**src/rtl/arp_rx_parser.sv**
```systemverilog
// Receive-side ARP decoder: checks ARP payload bytes from an 8-bit AXI-Stream,
// raises a held response request for ARP requests to LOCAL_IP and pulses on accepted replies.
module arp_rx_parser #(
    parameter logic [31:0] LOCAL_IP  = 32'hC0A8_0164,
    parameter logic [47:0] LOCAL_MAC = 48'h02_00_00_00_00_01,
    parameter bit          CHECK_THA = 1'b1
) (
    input  logic        aclk,
    input  logic        aresetn,
    input  logic [7:0]  s_axis_tdata,
    input  logic        s_axis_tvalid,
    input  logic        s_axis_tlast,
    input  logic        s_axis_tuser,
    output logic        s_axis_tready,
    output logic        arp_resp_start,
    input  logic        arp_resp_ack,
    output logic [47:0] resp_sha,
    output logic [31:0] resp_spa,
    output logic        rx_reply_valid,
    output logic [47:0] rx_sha,
    output logic [31:0] rx_spa,
    output logic [15:0] drop_cnt
);

    typedef enum logic [1:0] {
        IDLE  = 2'd0,
        PARSE = 2'd1,
        DRAIN = 2'd2,
        DROP  = 2'd3
    } state_t;

    state_t      r_state;
    logic [4:0]  r_byte_cnt;
    logic        r_tready;
    logic        r_oper_req;
    logic [47:0] r_sha;
    logic [31:0] r_spa;
    logic [47:0] r_tha;
    logic [31:0] r_tpa;

    logic        r_resp_start;
    logic [47:0] r_resp_sha;
    logic [31:0] r_resp_spa;
    logic        r_rx_valid;
    logic [47:0] r_rx_sha;
    logic [31:0] r_rx_spa;
    logic [15:0] r_drop_cnt;

    logic        w_beat;
    logic        w_parsing;
    logic        w_field_ok;
    logic        w_len_ok;
    logic [31:0] w_tpa_full;
    logic        w_accept;
    logic        w_req_acc;
    logic        w_rep_acc;

    assign w_beat    = s_axis_tvalid && r_tready;
    assign w_parsing = (r_state == IDLE) || (r_state == PARSE);

    // Fixed header bytes; OPER high byte must be zero and low byte 1 or 2
    always_comb begin
        w_field_ok = 1'b1;
        case (r_byte_cnt)
            5'd0:    w_field_ok = (s_axis_tdata == 8'h00);
            5'd1:    w_field_ok = (s_axis_tdata == 8'h01);
            5'd2:    w_field_ok = (s_axis_tdata == 8'h08);
            5'd3:    w_field_ok = (s_axis_tdata == 8'h00);
            5'd4:    w_field_ok = (s_axis_tdata == 8'h06);
            5'd5:    w_field_ok = (s_axis_tdata == 8'h04);
            5'd6:    w_field_ok = (s_axis_tdata == 8'h00);
            5'd7:    w_field_ok = (s_axis_tdata == 8'h01) || (s_axis_tdata == 8'h02);
            default: w_field_ok = 1'b1;
        endcase
    end

    // When tlast lands on byte 27 the final TPA byte is still on the bus
    assign w_tpa_full = (r_state == DRAIN) ? r_tpa : {r_tpa[23:0], s_axis_tdata};
    assign w_len_ok   = (w_parsing && (r_byte_cnt == 5'd27)) || (r_state == DRAIN);
    assign w_accept   = w_beat && s_axis_tlast && !s_axis_tuser && w_len_ok
                        && (w_tpa_full == LOCAL_IP);
    assign w_req_acc  = w_accept && r_oper_req;
    assign w_rep_acc  = w_accept && !r_oper_req
                        && ((CHECK_THA == 1'b0) || (r_tha == LOCAL_MAC));

    always_ff @(posedge aclk) begin
        if (w_beat && w_parsing) begin
            if (r_byte_cnt == 5'd7)
                r_oper_req <= (s_axis_tdata == 8'h01);
            if ((r_byte_cnt >= 5'd8) && (r_byte_cnt <= 5'd13))
                r_sha <= {r_sha[39:0], s_axis_tdata};
            if ((r_byte_cnt >= 5'd14) && (r_byte_cnt <= 5'd17))
                r_spa <= {r_spa[23:0], s_axis_tdata};
            if ((r_byte_cnt >= 5'd18) && (r_byte_cnt <= 5'd23))
                r_tha <= {r_tha[39:0], s_axis_tdata};
            if ((r_byte_cnt >= 5'd24) && (r_byte_cnt <= 5'd27))
                r_tpa <= {r_tpa[23:0], s_axis_tdata};
        end
    end

    always_ff @(posedge aclk or negedge aresetn) begin
        if (!aresetn) begin
            r_state      <= IDLE;
            r_byte_cnt   <= 5'd0;
            r_tready     <= 1'b0;
            r_resp_start <= 1'b0;
            r_resp_sha   <= 48'd0;
            r_resp_spa   <= 32'd0;
            r_rx_valid   <= 1'b0;
            r_rx_sha     <= 48'd0;
            r_rx_spa     <= 32'd0;
            r_drop_cnt   <= 16'd0;
        end else begin
            r_tready   <= 1'b1;
            r_rx_valid <= w_rep_acc;

            if (w_beat) begin
                case (r_state)
                    IDLE, PARSE: begin
                        if (s_axis_tlast) begin
                            r_state    <= IDLE;
                            r_byte_cnt <= 5'd0;
                        end else if (!w_field_ok) begin
                            r_state    <= DROP;
                        end else begin
                            r_byte_cnt <= r_byte_cnt + 5'd1;
                            r_state    <= (r_byte_cnt == 5'd27) ? DRAIN : PARSE;
                        end
                    end
                    default: begin
                        if (s_axis_tlast) begin
                            r_state    <= IDLE;
                            r_byte_cnt <= 5'd0;
                        end
                    end
                endcase
            end

            // A new request on the ack edge replaces the one being acknowledged
            if (w_req_acc) begin
                if (!r_resp_start || arp_resp_ack) begin
                    r_resp_start <= 1'b1;
                    r_resp_sha   <= r_sha;
                    r_resp_spa   <= r_spa;
                end else if (r_drop_cnt != 16'hFFFF) begin
                    r_drop_cnt   <= r_drop_cnt + 16'd1;
                end
            end else if (arp_resp_ack) begin
                r_resp_start <= 1'b0;
            end

            if (w_rep_acc) begin
                r_rx_sha <= r_sha;
                r_rx_spa <= r_spa;
            end
        end
    end

    assign s_axis_tready  = r_tready;
    assign arp_resp_start = r_resp_start;
    assign resp_sha       = r_resp_sha;
    assign resp_spa       = r_resp_spa;
    assign rx_reply_valid = r_rx_valid;
    assign rx_sha         = r_rx_sha;
    assign rx_spa         = r_rx_spa;
    assign drop_cnt       = r_drop_cnt;

endmodule

```
**config.mk**
```make
export PLATFORM = sky130hd
export DESIGN_NAME = arp_rx_parser
export DESIGN_NICKNAME = d
export VERILOG_FILES = /design/src/rtl/arp_rx_parser.sv
export SDC_FILE = /design/constraint.sdc
export NUM_CORES = 1
export LEC_CHECK = 0
export ABC_AREA = 1
export ABC_CLOCK_PERIOD_IN_PS = 8800
export CAP_MARGIN = 10
export CORE_MARGIN = 1
export CORE_UTILIZATION = 65
export DETAILED_ROUTE_END_ITERATION = 8
export DONT_BUFFER_PORTS = 1
export PLACE_DENSITY = 0.81
export SLEW_MARGIN = 15
export SYNTH_ARGS = -nofsm -noshare
export SYNTH_HDL_FRONTEND = slang
export SYNTH_SLANG_ARGS = --single-unit
```
**constraint.sdc**
```tcl
create_clock -name aclk -period 8.8 [get_ports aclk]
set_input_delay 0.88 -clock aclk [delete_from_list [all_inputs] [get_ports aclk]]
set_output_delay 0.88 -clock aclk [all_outputs]
set_load 0.005 [all_outputs]
```
# ---- Word-level counts from Yosys, hierarchy flattened
# Cells that the tools add are included.
dict set report totals {
  input_bits 14
  reg_bits 347
  elab_cells 98
  out_inout_bits 179
}
dict set report op_classes {
  n_lt_le_gt_ge 8
  eq_ne 19
  n_reduce_logical 39
  add_sub_neg 2
  n_mux 14
  bitwise_logic 1
}
# operator count
set op_table {}
lappend op_table {{$eq A48 B42 Y1 const B} 1}
lappend op_table {{$eq A32 B32 Y1 const B} 1}
lappend op_table {{$mux W32} 1}
lappend op_table {{$eq A5 B3 Y1 const B} 4}
lappend op_table {{$mux W5} 4}
lappend op_table {{$add A16 B1 Y16 const B} 1}
lappend op_table {{$eq A8 B3 Y1 const B} 2}
lappend op_table {{$ne A16 B16 Y1 const B} 1}
lappend op_table {{$reduce_and A2 Y1} 8}
lappend op_table {{$le A5 B5 Y1 const B} 3}
lappend op_table {{$logic_and A1 B1 Y1} 14}
lappend op_table {{$eq A5 B2 Y1 const B} 2}
lappend op_table {{$ge A5 B4 Y1 const B} 2}
lappend op_table {{$ge A5 B5 Y1 const B} 2}
lappend op_table {{$mux W2} 5}
lappend op_table {{$eq A8 B1 Y1 const B} 1}
lappend op_table {{$eq A8 B2 Y1 const B} 1}
lappend op_table {{$eq A8 B4 Y1 const B} 1}
lappend op_table {{$logic_not A8 Y1} 1}
lappend op_table {{$pmux W1 S6} 1}
lappend op_table {{$reduce_and A3 Y1} 2}
lappend op_table {{$reduce_bool A2 Y1} 3}
lappend op_table {{$add A5 B1 Y5 const B} 1}
lappend op_table {{$eq A5 B1 Y1 const B} 1}
lappend op_table {{13 further kinds} 20}

# ---- Longest topological paths before layout
dict set report logic_depth {
  word_depth 9
  ltp_mapped 16
  ltp_nobuf 16
}

# ---- Worst setup path before layout
# Ideal clock, no wire load.
dict set report synth_path {
  path_type {input to register}
  from {input s_axis_tvalid}
  to {register r_sha[0], enable pin}
  setup_slack_ns 3.414
  arrival_time_ns 4.861
  setup_ns 0.526
  path_stages 4
  path_buffers 0
  required_ns 8.274
  cell_sequence {nand2_1 > nor2_1 > nand2_1 > a211oi_1}
}
dict set report synth_via {
  elab_chain_cells 3
}
# item line
set synth_lines {}
lappend synth_lines {{from (decl)} 11} ;# input logic s_axis_tvalid,
lappend synth_lines {{$logic_and A1 B1 Y1} 58} ;# assign w_beat = s_axis_tvalid && r_tready;
lappend synth_lines {{$logic_and A1 B1 Y1} 87} ;# if (w_beat && w_parsing) begin
lappend synth_lines {{$reduce_and A2 Y1 (no source line)} n/a}
lappend synth_lines {{to (signal assigned)} 91} ;# r_sha <= {r_sha[39:0], s_axis_tdata};
lappend synth_lines {{to (decl)} 36} ;# logic [47:0] r_sha;
# Every way passes these cells.
# A chain may end at the register's enable or synchronous reset.

# ---- Worst setup path after layout
dict set report layout_path {
  from {register r_state[0]}
  to {register r_resp_sha[32], in the netlist resp_sha[32]}
}
dict set report layout_via {
  elab_chain_cells 8
  word_cells_on_any_way 12
  classes_between {eq/ne: 3; mux: 1; reduce/logical: 8}
}
# item line
set layout_lines {}
lappend layout_lines {{from (decl)} 32} ;# state_t r_state;
lappend layout_lines {{from (signal assigned)} 127} ;# r_state <= (r_byte_cnt == 5'd27) ? DRAIN : PARSE;
lappend layout_lines {{parallel branches: the longest is 5 deep, another holds $mux W32} n/a}
lappend layout_lines {{$logic_and A1 B1 Y1 *} 81} ;# && (w_tpa_full == LOCAL_IP);
lappend layout_lines {{$logic_and A1 B1 Y1 *} 82} ;# assign w_req_acc = w_accept && r_oper_req;
lappend layout_lines {{$reduce_and A2 Y1 (no source line) *} n/a}
lappend layout_lines {{to (signal assigned)} 143} ;# r_resp_sha <= r_sha;
lappend layout_lines {{to (decl)} 42} ;# logic [47:0] r_resp_sha;
# Mark *: on every way between the ends.

==> results.cfg <==
[clock_tree]
cts-resized-gates = 0
tritoncts = built
cts_setup_buffers = 0
ctsLongestPathBuffers = 3
htreeDepth = 2
cts_root_buf = clkbuf_16
cts.sinks = 347
cts_hold_buf = 0
clk_pin_slew_worst_paths_ns = 0.06
clock_latency_ns = 0.51
cts_buffers = 34

[logic_synthesis]
ys.flop_type = dfrtp_1
syn_inst = 1290
avgSynthCellArea_um2 = 10.57
synth_edf_count = 161
async_flop_share = 0.5360
synth_seq_cells = 347
syn_area_um2 = 13630
synth.distinct_cells = 36
syn_nets = 1309
ys_seq_area_frac = 0.6961
synth_warnings = 0

[die]
rows = 52
coreArea_um2 = 20360
die_x_um = 146.8
dieArea_um2 = 21550
dieHeight_um = 146.8
ios = 193
start_util = 0.6694

[finish]
final_common_cell = nand2_1
utilization = 0.7294
drive_above_1_share = 0.05775
diodes = 0
fin_nets = 1309
area_growth_pct = 8.958
final_cell_mix = nand2_1, dfrtp_1, edfxtp_1

[pwr]
p_per_area_nw_per_um2 = 210.6
p_leak_uw = 0.006599
ir_worst_vdd_uv = 127.3

[placed_design]
port_buffers = 0
dp_hpwl_um = 19040
place.gp.congestion = 0.9421

[sta]
min_period_ns = 3.638
drv_slew = 0
fmax_mhz = 274.9
hold_viol_final = 0
post-route-period-util = 0.4134
final-setup-viol-count = 0
fin_tns_setup_ns = 0
tightest_slew_ns = 0.9765
fin_skew_ns = 0.02160
rsz0062_at_grt = false
max-slew-margin-rel = 0.3474

[detailed_routing]
wirelength_um = 29520
remaining_drc_errors = 0
vias = 9154
detail-route-antenna-nets = 0
post_drt_wl_per_cell_um = 18.61
firstDrtPassIters = 6
drt_iter0_markers = 779
vias_per_cell = 5.772

[setup_path]
reg2regPathDepth = 11
r2r-end = resp_sha[32]
crit_type = flip-flop to flip-flop
crit_required_ns = 9.14
critPathMaxFanout = 120
rrSetupSlack_ns = 5.16
worst_setup_path_end_kind = flip-flop
critPathLaunchType = flip-flop
r2r-start = r_state[0]
arrival_ns = 3.98

[hold_path]
worstHoldPathType = primary input to asynchronous set/reset pin

[global_route]
gr-total-overflow = 0
grt_pass1_vias = 8856
grt_max_degree = 187
grt_pass1_wl_um = 46800
grtUsageTotal = 0.2787
antenna_found_initial = 0

[job]
cap_violations = 0

[outcome]
status = complete, no violations
[Yosys cell counts (2+ instances only)]
cell | count | area [um^2]
a21oi_1 | 5 | 25.02
buf_2 | 15 | 75.07
buf_4 | 6 | 45.04
buf_6 | 9 | 101.4
clkbuf_1 | 14 | 52.55
dfrtp_1 | 186 | 4654
edfxtp_1 | 161 | 4835
ha_1 | 5 | 62.56
inv_1 | 103 | 386.6
inv_2 | 2 | 7.510
nand2_1 | 454 | 1704
nand2_2 | 4 | 25.02
nand3_1 | 84 | 420.4
nand3b_1 | 3 | 22.52
nand4_1 | 17 | 106.4
nor2_1 | 77 | 289.0
nor2_2 | 2 | 12.51
nor2_4 | 2 | 22.52
nor3_1 | 20 | 100.1
nor3b_1 | 3 | 22.52
nor4_1 | 7 | 43.79
o211ai_1 | 2 | 15.01
o21ai_0 | 37 | 185.2
o21ai_1 | 55 | 275.3
o21ai_2 | 2 | 17.52
xnor2_1 | 3 | 26.28
xor2_1 | 3 | 26.28
[registers in the layout, summed over array words and instances, names as in the netlist]
name,cells
r_sha,48
r_tha,48
resp_sha,48
rx_sha,48
r_spa,32
r_tpa,32
resp_spa,32
rx_spa,32
drop_cnt,16
r_byte_cnt,5
r_state,2
arp_resp_start,1
r_oper_req,1
rx_reply_valid,1
s_axis_tready,1
[worst max path at each step]
stage | start | to | slack, ns | depth (start not counted)
detailed placement | r_state[0] | resp_sha[29] | 5.09 | 11
floorplan | s_axis_tvalid | r_sha[0] | 3.41 | 4
CTS | r_state[0] | resp_sha[32] | 5.03 | 11
finish | r_state[0] | resp_sha[32] | 5.16 | 11
global route | r_state[0] | resp_sha[6] | 4.90 | 11
global placement | s_axis_tvalid | resp_sha[45] | 5.23 | 12
[cell type report]
type | instances | area (um^2)
multi-input combinational | 793 | 3531
fill | 1369 | 5512
clock buffer | 45 | 922.1
inverter | 106 | 397.9
timing repair buffer | 8 | 63.81
tap | 270 | 337.8
sequential | 347 | 9489
clock inverter | 17 | 111.4
[metal layers]
layer  GRT usage  part of all wire  routed length [um]  vias up
met3     0.08696              0.10                2966       76
met1      0.3509              0.38               11200     4446
met2      0.4585              0.49               14420      404
met4     0.09948             0.032                 937        0
li1            -                 -                   -     4228
met5           0                 0                   0        -
[worst max-delay path, stage by stage (launching register included)]
cell     delay (ns)
dfrtp_1        0.40
inv_1          0.34
nand2_2        0.44
a21oi_4        0.32
nand2_1        0.09
nor2_2         0.22
nand2_2        0.10
nor2_4         0.75
nand2_4        0.09
buf_6          0.37
nand2_1        0.19
o21ai_1        0.10
[report_power, final]
part | leakage [uW] | switching [uW] | total [uW] | internal, uW
clock | 0.000504 | 594 | 1340 | 747
combinational | 0.00206 | 64.9 | 91.5 | 26.6
sequential | 0.00404 | 4.38 | 1700 | 1690
[through the flow]
step,cell area (um^2),setup slack (ns),std cells,total power [uW],hold slack [ns]
2_1_floorplan,13630,3.414,1290,1797,0.4166
3_3_place_gp,13820,5.232,1524,1812,0.4199
3_5_place_dp,13820,5.090,1524,1817,0.4320
4_1_cts,14850,5.029,1586,3139,0.05367
5_1_grt,14850,4.904,1586,3219,0.04731
6_report,14850,5.162,1586,3129,0.06789
[logic make-up after synthesis]
group / after synthesis / share of synthesized area
simple gates: 676 / 0.2050
fa+ha+maj: 5 / 0.004589
flops: 347 / 0.6961
other cells: 1 / 0.0002751
xor+xnor: 6 / 0.003856
compound gates: 105 / 0.04094
buf+inv: 150 / 0.04929
(Power assumes the default switching activity.)
